**src/rtl/dct8_pkg.sv**
```systemverilog
// Shared types and constants for the 8-point DCT-II MAC engine.
// The coefficient table is pre-scaled for FRAC = 10 and 12-bit signed coefficients.
package dct8_pkg;

    typedef enum logic [1:0] {IDLE, CALC, DONE} state_t;

    localparam int TABLE_CW   = 12;
    localparam int TABLE_FRAC = 10;

    typedef logic signed [TABLE_CW-1:0] coef_t;

    // C[k][n] = round(c(k) * cos((2n+1)k*pi/16) * 2^10)
    localparam coef_t COEF_TABLE [8][8] = '{
        '{ 12'sd362,  12'sd362,  12'sd362,  12'sd362,  12'sd362,  12'sd362,  12'sd362,  12'sd362},
        '{ 12'sd502,  12'sd426,  12'sd284,  12'sd100, -12'sd100, -12'sd284, -12'sd426, -12'sd502},
        '{ 12'sd473,  12'sd196, -12'sd196, -12'sd473, -12'sd473, -12'sd196,  12'sd196,  12'sd473},
        '{ 12'sd426, -12'sd100, -12'sd502, -12'sd284,  12'sd284,  12'sd502,  12'sd100, -12'sd426},
        '{ 12'sd362, -12'sd362, -12'sd362,  12'sd362,  12'sd362, -12'sd362, -12'sd362,  12'sd362},
        '{ 12'sd284, -12'sd502,  12'sd100,  12'sd426, -12'sd426, -12'sd100,  12'sd502, -12'sd284},
        '{ 12'sd196, -12'sd473,  12'sd473, -12'sd196, -12'sd196,  12'sd473, -12'sd473,  12'sd196},
        '{ 12'sd100, -12'sd284,  12'sd426, -12'sd502,  12'sd502, -12'sd426,  12'sd284, -12'sd100}
    };

    // Eight products summed need three guard bits above the product width.
    function automatic int acc_width(input int dw, input int cw);
        return dw + cw + 3;
    endfunction

endpackage

```
**src/rtl/dct8_mac_engine_if.sv**
```systemverilog
// Request/result bundle between the 2D DCT controller (master) and the MAC engine (slave).
// The sticky ovf flag exists only when DCT8_SAT_FLAG_EN is defined.
interface dct8_mac_engine_if #(
    parameter int DW = 12,
    parameter int OW = 16
);
    logic            start;
    logic [8*DW-1:0] x_in;
    logic            busy;
    logic            done;
    logic [8*OW-1:0] y_out;
`ifdef DCT8_SAT_FLAG_EN
    logic            ovf;

    modport master (output start, x_in, input  busy, done, y_out, ovf);
    modport slave  (input  start, x_in, output busy, done, y_out, ovf);
`else
    modport master (output start, x_in, input  busy, done, y_out);
    modport slave  (input  start, x_in, output busy, done, y_out);
`endif
endinterface

```
**src/rtl/dct8_coef_rom.sv**
```systemverilog
// Combinational (k, n) -> C[k][n] lookup into the shared coefficient table.
module dct8_coef_rom
    import dct8_pkg::*;
#(
    parameter int CW = 12
) (
    input  logic [2:0]           k,
    input  logic [2:0]           n,
    output logic signed [CW-1:0] coef
);

    assign coef = CW'(COEF_TABLE[k][n]);

endmodule

```
**src/rtl/dct8_mac_engine.sv**
```systemverilog
// Sequential 8-point DCT-II: one multiply-accumulate per clock, 64 MACs per transform.
// Define DCT8_SAT_FLAG_EN to add the sticky saturation flag ovf.
module dct8_mac_engine
    import dct8_pkg::*;
#(
    parameter int DW   = 12,
    parameter int CW   = 12,
    parameter int FRAC = 10,
    parameter int OW   = 16
) (
    input  logic             clk,
    input  logic             rst,
    dct8_mac_engine_if.slave bus
);

    localparam int AW = acc_width(DW, CW);
    localparam logic signed [AW-1:0] RND   = AW'(1) <<< (FRAC - 1);
    localparam logic signed [AW-1:0] Y_MAX = AW'((2 ** (OW - 1)) - 1);
    localparam logic signed [AW-1:0] Y_MIN = ~Y_MAX;

    state_t                  state;
    logic [2:0]              k;
    logic [2:0]              n;
    logic signed [AW-1:0]    acc;
    logic signed [DW-1:0]    x_reg [8];
    logic [8*OW-1:0]         y_reg;
    logic                    busy_q;
    logic                    done_q;
    logic                    accept;
    logic signed [CW-1:0]    coef;
    logic signed [DW+CW-1:0] prod;
    logic signed [AW-1:0]    mac_sum;
    logic signed [AW-1:0]    rounded;
    logic signed [OW-1:0]    y_sat;

    dct8_coef_rom #(.CW(CW)) u_rom (
        .k    (k),
        .n    (n),
        .coef (coef)
    );

    // NOTE: every always_comb output gets a value before any branch, so no latch is inferred.
    always_comb begin
        prod    = x_reg[n] * coef;
        mac_sum = acc + AW'(prod);
        rounded = (mac_sum + RND) >>> FRAC;
        y_sat   = rounded[OW-1:0];
        if (rounded > Y_MAX)
            y_sat = Y_MAX[OW-1:0];
        else if (rounded < Y_MIN)
            y_sat = Y_MIN[OW-1:0];
    end

    assign accept = bus.start && (state == IDLE || state == DONE);

`ifdef DCT8_SAT_FLAG_EN
    logic ovf_q;
    logic sat_hit;

    assign sat_hit = (rounded > Y_MAX) || (rounded < Y_MIN);
    assign bus.ovf = ovf_q;
`endif

    always_ff @(posedge clk or posedge rst) begin
        if (rst) begin
            state  <= IDLE;
            k      <= '0;
            n      <= '0;
            acc    <= '0;
            y_reg  <= '0;
            busy_q <= 1'b0;
            done_q <= 1'b0;
            // NOTE: the sample registers are reset too; it keeps the MAC path defined while idle.
            for (int i = 0; i < 8; i++) x_reg[i] <= '0;
`ifdef DCT8_SAT_FLAG_EN
            ovf_q  <= 1'b0;
`endif
        end else begin
            done_q <= 1'b0;
            if (accept) begin
                state  <= CALC;
                busy_q <= 1'b1;
                k      <= '0;
                n      <= '0;
                acc    <= '0;
                for (int i = 0; i < 8; i++) x_reg[i] <= bus.x_in[i*DW +: DW];
`ifdef DCT8_SAT_FLAG_EN
                ovf_q  <= 1'b0;
`endif
            end else begin
                case (state)
                    CALC: begin
                        if (n == 3'd7) begin
                            y_reg[k*OW +: OW] <= y_sat;
                            acc <= '0;
                            n   <= '0;
                            k   <= k + 3'd1;
`ifdef DCT8_SAT_FLAG_EN
                            if (sat_hit) ovf_q <= 1'b1;
`endif
                            if (k == 3'd7) begin
                                state  <= DONE;
                                busy_q <= 1'b0;
                                done_q <= 1'b1;
                            end
                        end else begin
                            acc <= mac_sum;
                            n   <= n + 3'd1;
                        end
                    end
                    DONE:    state <= IDLE;
                    default: state <= IDLE;
                endcase
            end
        end
    end

    assign bus.busy  = busy_q;
    assign bus.done  = done_q;
    assign bus.y_out = y_reg;

endmodule

```
**src/flat_wrapper.sv**
```systemverilog
// flat-port wrapper written by rule: the top's interface ports become plain ports
module dct8_mac_engine_flat import dct8_pkg::*;
#(
    parameter int DW   = 12,
    parameter int CW   = 12,
    parameter int FRAC = 10,
    parameter int OW   = 16
)
  (clk, rst, bus_start, bus_x_in, bus_busy, bus_done, bus_y_out);
  dct8_mac_engine_if #(.DW(DW), .OW(OW)) bus_i ();
  input  logic clk;
  input  logic rst;
  input wire logic [$bits(bus_i.start)-1:0] bus_start;
  input wire logic [$bits(bus_i.x_in)-1:0] bus_x_in;
  output wire logic [$bits(bus_i.busy)-1:0] bus_busy;
  output wire logic [$bits(bus_i.done)-1:0] bus_done;
  output wire logic [$bits(bus_i.y_out)-1:0] bus_y_out;
  assign bus_i.start = bus_start;
  assign bus_i.x_in = bus_x_in;
  assign bus_busy = bus_i.busy;
  assign bus_done = bus_i.done;
  assign bus_y_out = bus_i.y_out;
  dct8_mac_engine #(.DW(DW), .CW(CW), .FRAC(FRAC), .OW(OW)) u_core (.clk(clk), .rst(rst), .bus(bus_i));
endmodule
```
**config.mk**
```make
export PLATFORM = sky130hd
export DESIGN_NAME = dct8_mac_engine_flat
export DESIGN_NICKNAME = d
export VERILOG_FILES = /design/src/rtl/dct8_pkg.sv /design/src/rtl/dct8_mac_engine_if.sv /design/src/rtl/dct8_coef_rom.sv /design/src/rtl/dct8_mac_engine.sv /design/src/flat_wrapper.sv
export SDC_FILE = /design/constraint.sdc
export NUM_CORES = 1
export LEC_CHECK = 0
export BUFFER_PORTS_ARGS = -buffer_cell sky130_fd_sc_hd__buf_2
export CORE_MARGIN = 1
export CORE_UTILIZATION = 40
export CTS_CLUSTER_SIZE = 8
export DETAILED_ROUTE_END_ITERATION = 10
export GPL_ROUTABILITY_DRIVEN = 0
export GPL_TIMING_DRIVEN = 0
export SLEW_MARGIN = 0
export SYNTH_ARGS = -nofsm -noshare
export SYNTH_HDL_FRONTEND = slang
export SYNTH_SLANG_ARGS = --single-unit
```
**constraint.sdc**
```tcl
create_clock -name clk -period 9.7 [get_ports clk]
set_clock_uncertainty 0.1 [all_clocks]
set_input_delay 2.91 -clock clk [delete_from_list [all_inputs] [get_ports clk]]
set_output_delay 2.91 -clock clk [all_outputs]
set_load 0.005 [all_outputs]
```
# --- Word level (Yosys, flattened, before mapping) ---
# Memory sizes are Yosys's and may differ from the RTL's.
# Cells that the tools add are included.
totals:
  input_bits: 99
  elab_cells: 79
  mem_count: 1
  regBits: 261
  output_inout_bits: 130
  mem_bits_ro: 768
op_classes:
  magnitude_cmp: 4
  shift: 2
  add_sub_neg: 5
  mux: 32
  n_bitwise: 3
  n_reduce_logical: 10
  multipliers: 1
  eq_ne: 6
memory_table:
  columns: ["memory", "depth", "word_bits", "rd", "rd_clocked_by_memory_dff", "write_ports", "line", "source"]
  rows:
  - ["(no name shown)", 8, 96, 1, 0, 0, "dct8_coef_rom.sv:12", "assign coef = CW'(COEF_TABLE[k][n]);"]
ops:
  columns: ["cell", "n"]
  rows:
  - ["$mux W96", 2]
  - ["$bwmux W128", 1]
  - ["$shift A16 B34 Y128 const A", 1]
  - ["$shiftx A16 B34 Y128", 1]
  - ["$mux W27", 3]
  - ["$bmux W12 S3", 2]
  - ["$mux W12", 4]
  - ["$neg A7 Y34", 1]
  - ["$mux W16", 2]
  - ["$add A27 B11 Y27 const B", 1]
  - ["$add A27 B24 Y27", 1]
  - ["$mul A12 B12 Y24", 1]
  - ["$mux W3", 6]
  - ["$gt A17 B16 Y1 const B", 1]
  - ["$lt A17 B16 Y1 const B", 1]
  - ["$ge A4 B4 Y1 const B", 2]
  - ["$mux W1", 8]
  - ["$mux W2", 4]
  - ["$not A3 Y4", 2]
  - ["$add A3 B1 Y3 const B", 2]
  - ["$eq A3 B3 Y1 const B", 2]
  - ["$ne A3 B1 Y1 const B", 2]
  - ["$reduce_and A3 Y1", 2]
  - ["$reduce_bool A2 Y1", 3]
  - ["other kinds (7)", 8]

# --- Longest topological paths before layout ---
logic_depth:
  ltp_word: 15
  depth_mapped: 34
  depth_no_buf: 31

# --- By module ---
# Synthesis repeated with hierarchy kept, for this count alone.
unflattened:
  cells_unflattened: 1965
  area_unflattened_um2: 19301.0
modules_own_cells:
  columns: ["mod", "cells_per_inst", "area_each_um2", "n_inst", "seq_area_each_um2"]
  rows:
  - ["dct8_mac_engine", 1802, 18118.6, 1, 6531.3]
  - ["dct8_coef_rom", 163, 1182.4, 1, 0.0]

# --- Worst setup path before layout ---
# OpenSTA, ideal clock, no wires.
synth_timing:
  kind: "flip-flop to flip-flop"
  from: "reg u_core.k[1]"
  to: "reg u_core.y_reg[103] (netlist: u_core.bus.y_out[103])"
  required_ps: 9475
  slack_ps: 428
  arrival_ps: 9047
  setup_ps: 125
  stages_incl_launch_ff: 30
  path_cell_list: "dfrtp_1 -> clkinv_1 -> ha_1 -> nor2_1 -> a211oi_1 -> a21oi_1 -> mux4_2 -> clkbuf_1 -> or2_2 -> fa_1 -> fa_1 -> inv_1 -> fa_1 -> fa_1 -> fa_1 -> ha_1 -> ha_1 -> buf_2 -> and4_1 -> buf_2 -> and3_1 -> a221oi_1 -> xnor2_1 -> nand3_1 -> nor3_2 -> and4_1 -> mux2_2 -> buf_4 -> o211a_2 -> mux2_2"
synth_between:
  elab_chain_cells: 15
synth_lines:
  columns: ["item", "line", "source"]
  rows:
  - ["start: declaration", "dct8_mac_engine.sv:22", "logic [2:0] k;"]
  - ["start signal: assignment", "dct8_mac_engine.sv:97", "k <= k + 3'd1;"]
  - ["$not A3 Y4 (not written as such)", "dct8_coef_rom.sv:12", null]
  - ["$mem_v2 Z8 W96", null, null]
  - ["$mux W96 (not written as such) (2 in series)", "dct8_coef_rom.sv:12", null]
  - ["$bmux W12 S3", "dct8_coef_rom.sv:12", null]
  - ["$mux W12 (not written as such) (2 in series)", "dct8_coef_rom.sv:12", null]
  - ["$mul A12 B12 Y24", "dct8_mac_engine.sv:44", "prod = x_reg[n] * coef;"]
  - ["$add A27 B24 Y27", "dct8_mac_engine.sv:45", "mac_sum = acc + AW'(prod);"]
  - ["$add A27 B11 Y27", "dct8_mac_engine.sv:46", "rounded = (mac_sum + RND) >>> FRAC;"]
  - ["$lt A17 B16 Y1", "dct8_mac_engine.sv:50", "else if (rounded < Y_MIN)"]
  - ["$mux W16", "dct8_mac_engine.sv:50", null]
  - ["$mux W16", "dct8_mac_engine.sv:48", "if (rounded > Y_MAX)"]
  - ["$shiftx A16 B34 Y128", "dct8_mac_engine.sv:94", "y_reg[k*OW +: OW] <= y_sat;"]
  - ["$bwmux W128 (*)", "dct8_mac_engine.sv:94", null]
  - ["end signal: indexed assignment", "dct8_mac_engine.sv:94", null]
  - ["end: declaration", "dct8_mac_engine.sv:26", "logic [8*OW-1:0] y_reg;"]
# Every way passes the cells marked *; elsewhere a longest branch is shown, timed or not. The select of a mux whose other input is x is not followed.
# A chain may end at the register's enable or synchronous reset.

# --- Worst setup path after layout ---
layout_timing:
  from: "reg u_core.k[0]"
  to: "reg u_core.y_reg[48] (netlist: u_core.bus.y_out[48])"
# Same word-level chain as after synthesis.

==> flow_summary_export.csv <==
group,metric,value,unit
run_status,outcome,"complete, no violations",
timing,setup-violations-final,0,
route,drtPass1Iterations,6,
timing,fin_ws,0.3116,ns
clocking,cts_root_buffer,"clkbuf_16",
global_route,grt_pass1_vias,15063,
synthesis,synth.area.top_cells,"dfrtp_1 35%, fa_1 18%, mux2_2 7.4%",
global_route,antenna_found_initial,3,
synthesis,ys_ff_latch,261,
synthesis,synthFlopType,"dfrtp_1",
route,drt_iter0_drc,1245,
floorplanning,rows,79,
synthesis,synth_cell_type_count,69,
global_route,track_usage,0.2311,
min_path,hold_start,"u_core.bus.y_out[127]",
synthesis,synth_compound_gate_area_share,0.1088,
synthesis,synthXorXnorAreaFrac,0.02190,
finish,final_cell_mix,"258 x dfrtp_1, 242 x buf_2, 217 x nand2_1, 187 x inv_1, 168 x fa_1",
route,drt-total-wl,54230,um
placed_design,hpwl,41100,um
setup_path,slowest_stage,"fa_1",
synthesis,postSynthAreaPerCell,10.50,um^2
setup_path,critPathRequiredTime,10.01,ns
synthesis,synthAdderAreaFrac,0.2436,
synthesis,syn_area,18800,um^2
timing,max_freq,0.1065,GHz
setup_path,worstRegToRegCells,30,
clocking,clkSinkCount,261,
placed_design,dpl-instance-area,20840,um^2
route,viasPerCell,5.413,
finish,layout-drive-gt1-share,0.2589,
finish,final_cell_area,22350,um^2
global_route,grt_max_degree,44,
global_route,use_met2,0.3717,
finish,fin_cells,2690,
setup_path,r2r-start,"u_core.k[0]",
synthesis,postSynthCellCount,1790,
finish,largest_register_ffs,128,
floorplanning,start_util,0.4046,
floorplanning,die_x,218.8,um
synthesis,yosys_warnings,0,
global_route,grtUsageMet3,0.05003,
synthesis,synth-simple-area-share,0.1053,
setup_path,cpPeakStageDelay,0.58,ns
synthesis,ys_seq_area_frac,0.3475,
setup_path,crit_type,"reg2reg",
clocking,cts_tree,"yes",
synthesis,synthArstFlopShare,1.000,
route,wl_per_cell,20.16,um
route,ant_nets,0,
timing,fin_crit,9.388,ns
placed_design,pre_cts_ws,-1.534,ns
timing,finalMaxSlewViolations,0,
setup_path,timing.rr.end,"u_core.bus.y_out[48]",
global_route,overflow,0,
synthesis,synth_mux_area_frac,0.1142,
clocking,path_clk_slew,0.05,ns
clocking,cts-buffers-inserted,39,
setup_path,setup.worst_path.start,"u_core.k[0]",
timing,hold_viol_final,0,
floorplanning,ioPinCount,229,
synthesis,synth_top_family_by_area,"adder cells",
finish,layout_commonest_cell,"dfrtp_1",
placed_design,dp.cells,2632,
clocking,cts_max_path_buffers,3,
floorplanning,die_y,218.8,um
setup_path,end_kind,"flip-flop",
synthesis,synth_edf_count,0,
route,via_count,14560,
floorplanning,coreArea,46460,um^2
setup_path,crit_buf_inv,7,
finish,utilization,0.4811,
setup_path,crit_path_end,"u_core.bus.y_out[48]",
setup_path,cp_top_family,"adder cells",
setup_path,cp.arrival,9.70,ns
clocking,cts.htree.levels,2,
timing,fin_crit_sh,0.9679,
synthesis,syn_nets,2153,
floorplanning,die_area,47860,um^2
global_route,grt_use_met1,0.3125,
job,drv_cap,0,
setup_path,worstPathMaxFanout,12,
min_path,hp-class,"reg2reg",
timing,slew_headroom,0.3442,
setup_path,r2r_setup_slack,0.31,ns
synthesis,yosys.area.top_type_share,0.3475,
global_route,grt-busiest-layer,"met2",
timing,tightest_slew,0.9837,ns
finish,syn_to_final_growth,18.92,%
setup_path,crit_top_cell,"fa_1",
global_route,grt_pass1_wl,84570,um
placed_design,portBuffers,228,
finish,num-nets-final,2439,
setup_path,cp.depth,30,
route,route.detailed.drc,0,
setup_path,cp-start-kind,"flip-flop",
clocking,clock_latency,0.56,ns
synthesis,yosys.area.top_type,"dfrtp_1",
## repair_timing
item / in CTS / in global routing
endpoints found under the setup margin: 128 / 128
hold buffers: 0 / 0
resized for setup: 47 / 49
pin swaps: 3 / 6
setup buffers: 5 / 7
gates cloned: 0 / 0
## metal layers
metal / wire (um) / share of wire
met2: 26220 / 0.48
met1: 22960 / 0.42
met4: 1371 / 0.025
met3: 3670 / 0.068
met5: 13 / 0.00024
## synthesized netlist by cell type, types with 12 or more instances
cell      number
dfrtp_1      261
nand2_1      217
inv_1        188
fa_1         170
mux2_2       124
o21ai_0      100
ha_1          94
nor2_1        90
clkbuf_1      68
o21ai_1       67
a21oi_1       56
xnor2_1       29
mux4_2        28
nor2b_1       20
a22o_1        18
nand3_1       18
xor2_1        18
nand2b_1      15
nand4_1       15
a21o_1        13
and2_1        13
and3_1        13
mux2i_1       12
nor3_1        12
## kinds of logic after synthesis
logic type                 after synthesis
AOI/OAI and AO/OA                      331
xor gates and xnor gates                47
adders and majority gates              264
buffers and inverters                  284
DFF                                    261
muxes                                  164
and+or+nand+nor                        439
## layout make-up
class	instances	area, um^2
Timing Repair Buffer	247	1434
Tap cell	607	759.5
Multi-Input combinational cell	1245	11370
Clock inverter	5	80.08
Buffer	91	437.9
Clock buffer	42	1007
Sequential cell	261	6535
Antenna cell	1	2.502
Fill cell	4340	24110
Inverter	191	728.2
## worst min-delay path by stage
stage / slack (ns) / endpoint / cells after the start
final: 0.37 / u_core.bus.y_out[127] / 2
after floorplan: 0.35 / u_core.acc[15] / 2
after global placement: 0.36 / u_core.bus.y_out[59] / 2
after detailed placement: 0.37 / u_core.bus.y_out[54] / 2
after global routing: 0.39 / u_core.bus.y_out[54] / 2
after CTS: 0.38 / u_core.bus.y_out[127] / 2
## through the flow
stage          TNS [ns]  hold WS [ns]
2_1_floorplan         0        0.3498
3_3_place_gp    -151.23        0.3609
3_5_place_dp    -164.51        0.3654
4_1_cts               0        0.3765
5_1_grt        -0.04723        0.3923
6_report              0        0.3730
## worst reg2reg max path: cells and delay by family, from the launching register on
kind,cells,cell delay (ns)
fa+ha+maj,8,3.42
compound gates,7,1.80
simple gates,6,1.50
buf+inv,7,1.26
flops,1,0.47
mux,1,0.46
xor+xnor,1,0.23
Power is left out: the tool's default activity adds up to more than one toggle a clock period on the data nets, which glitch-free logic cannot reach.
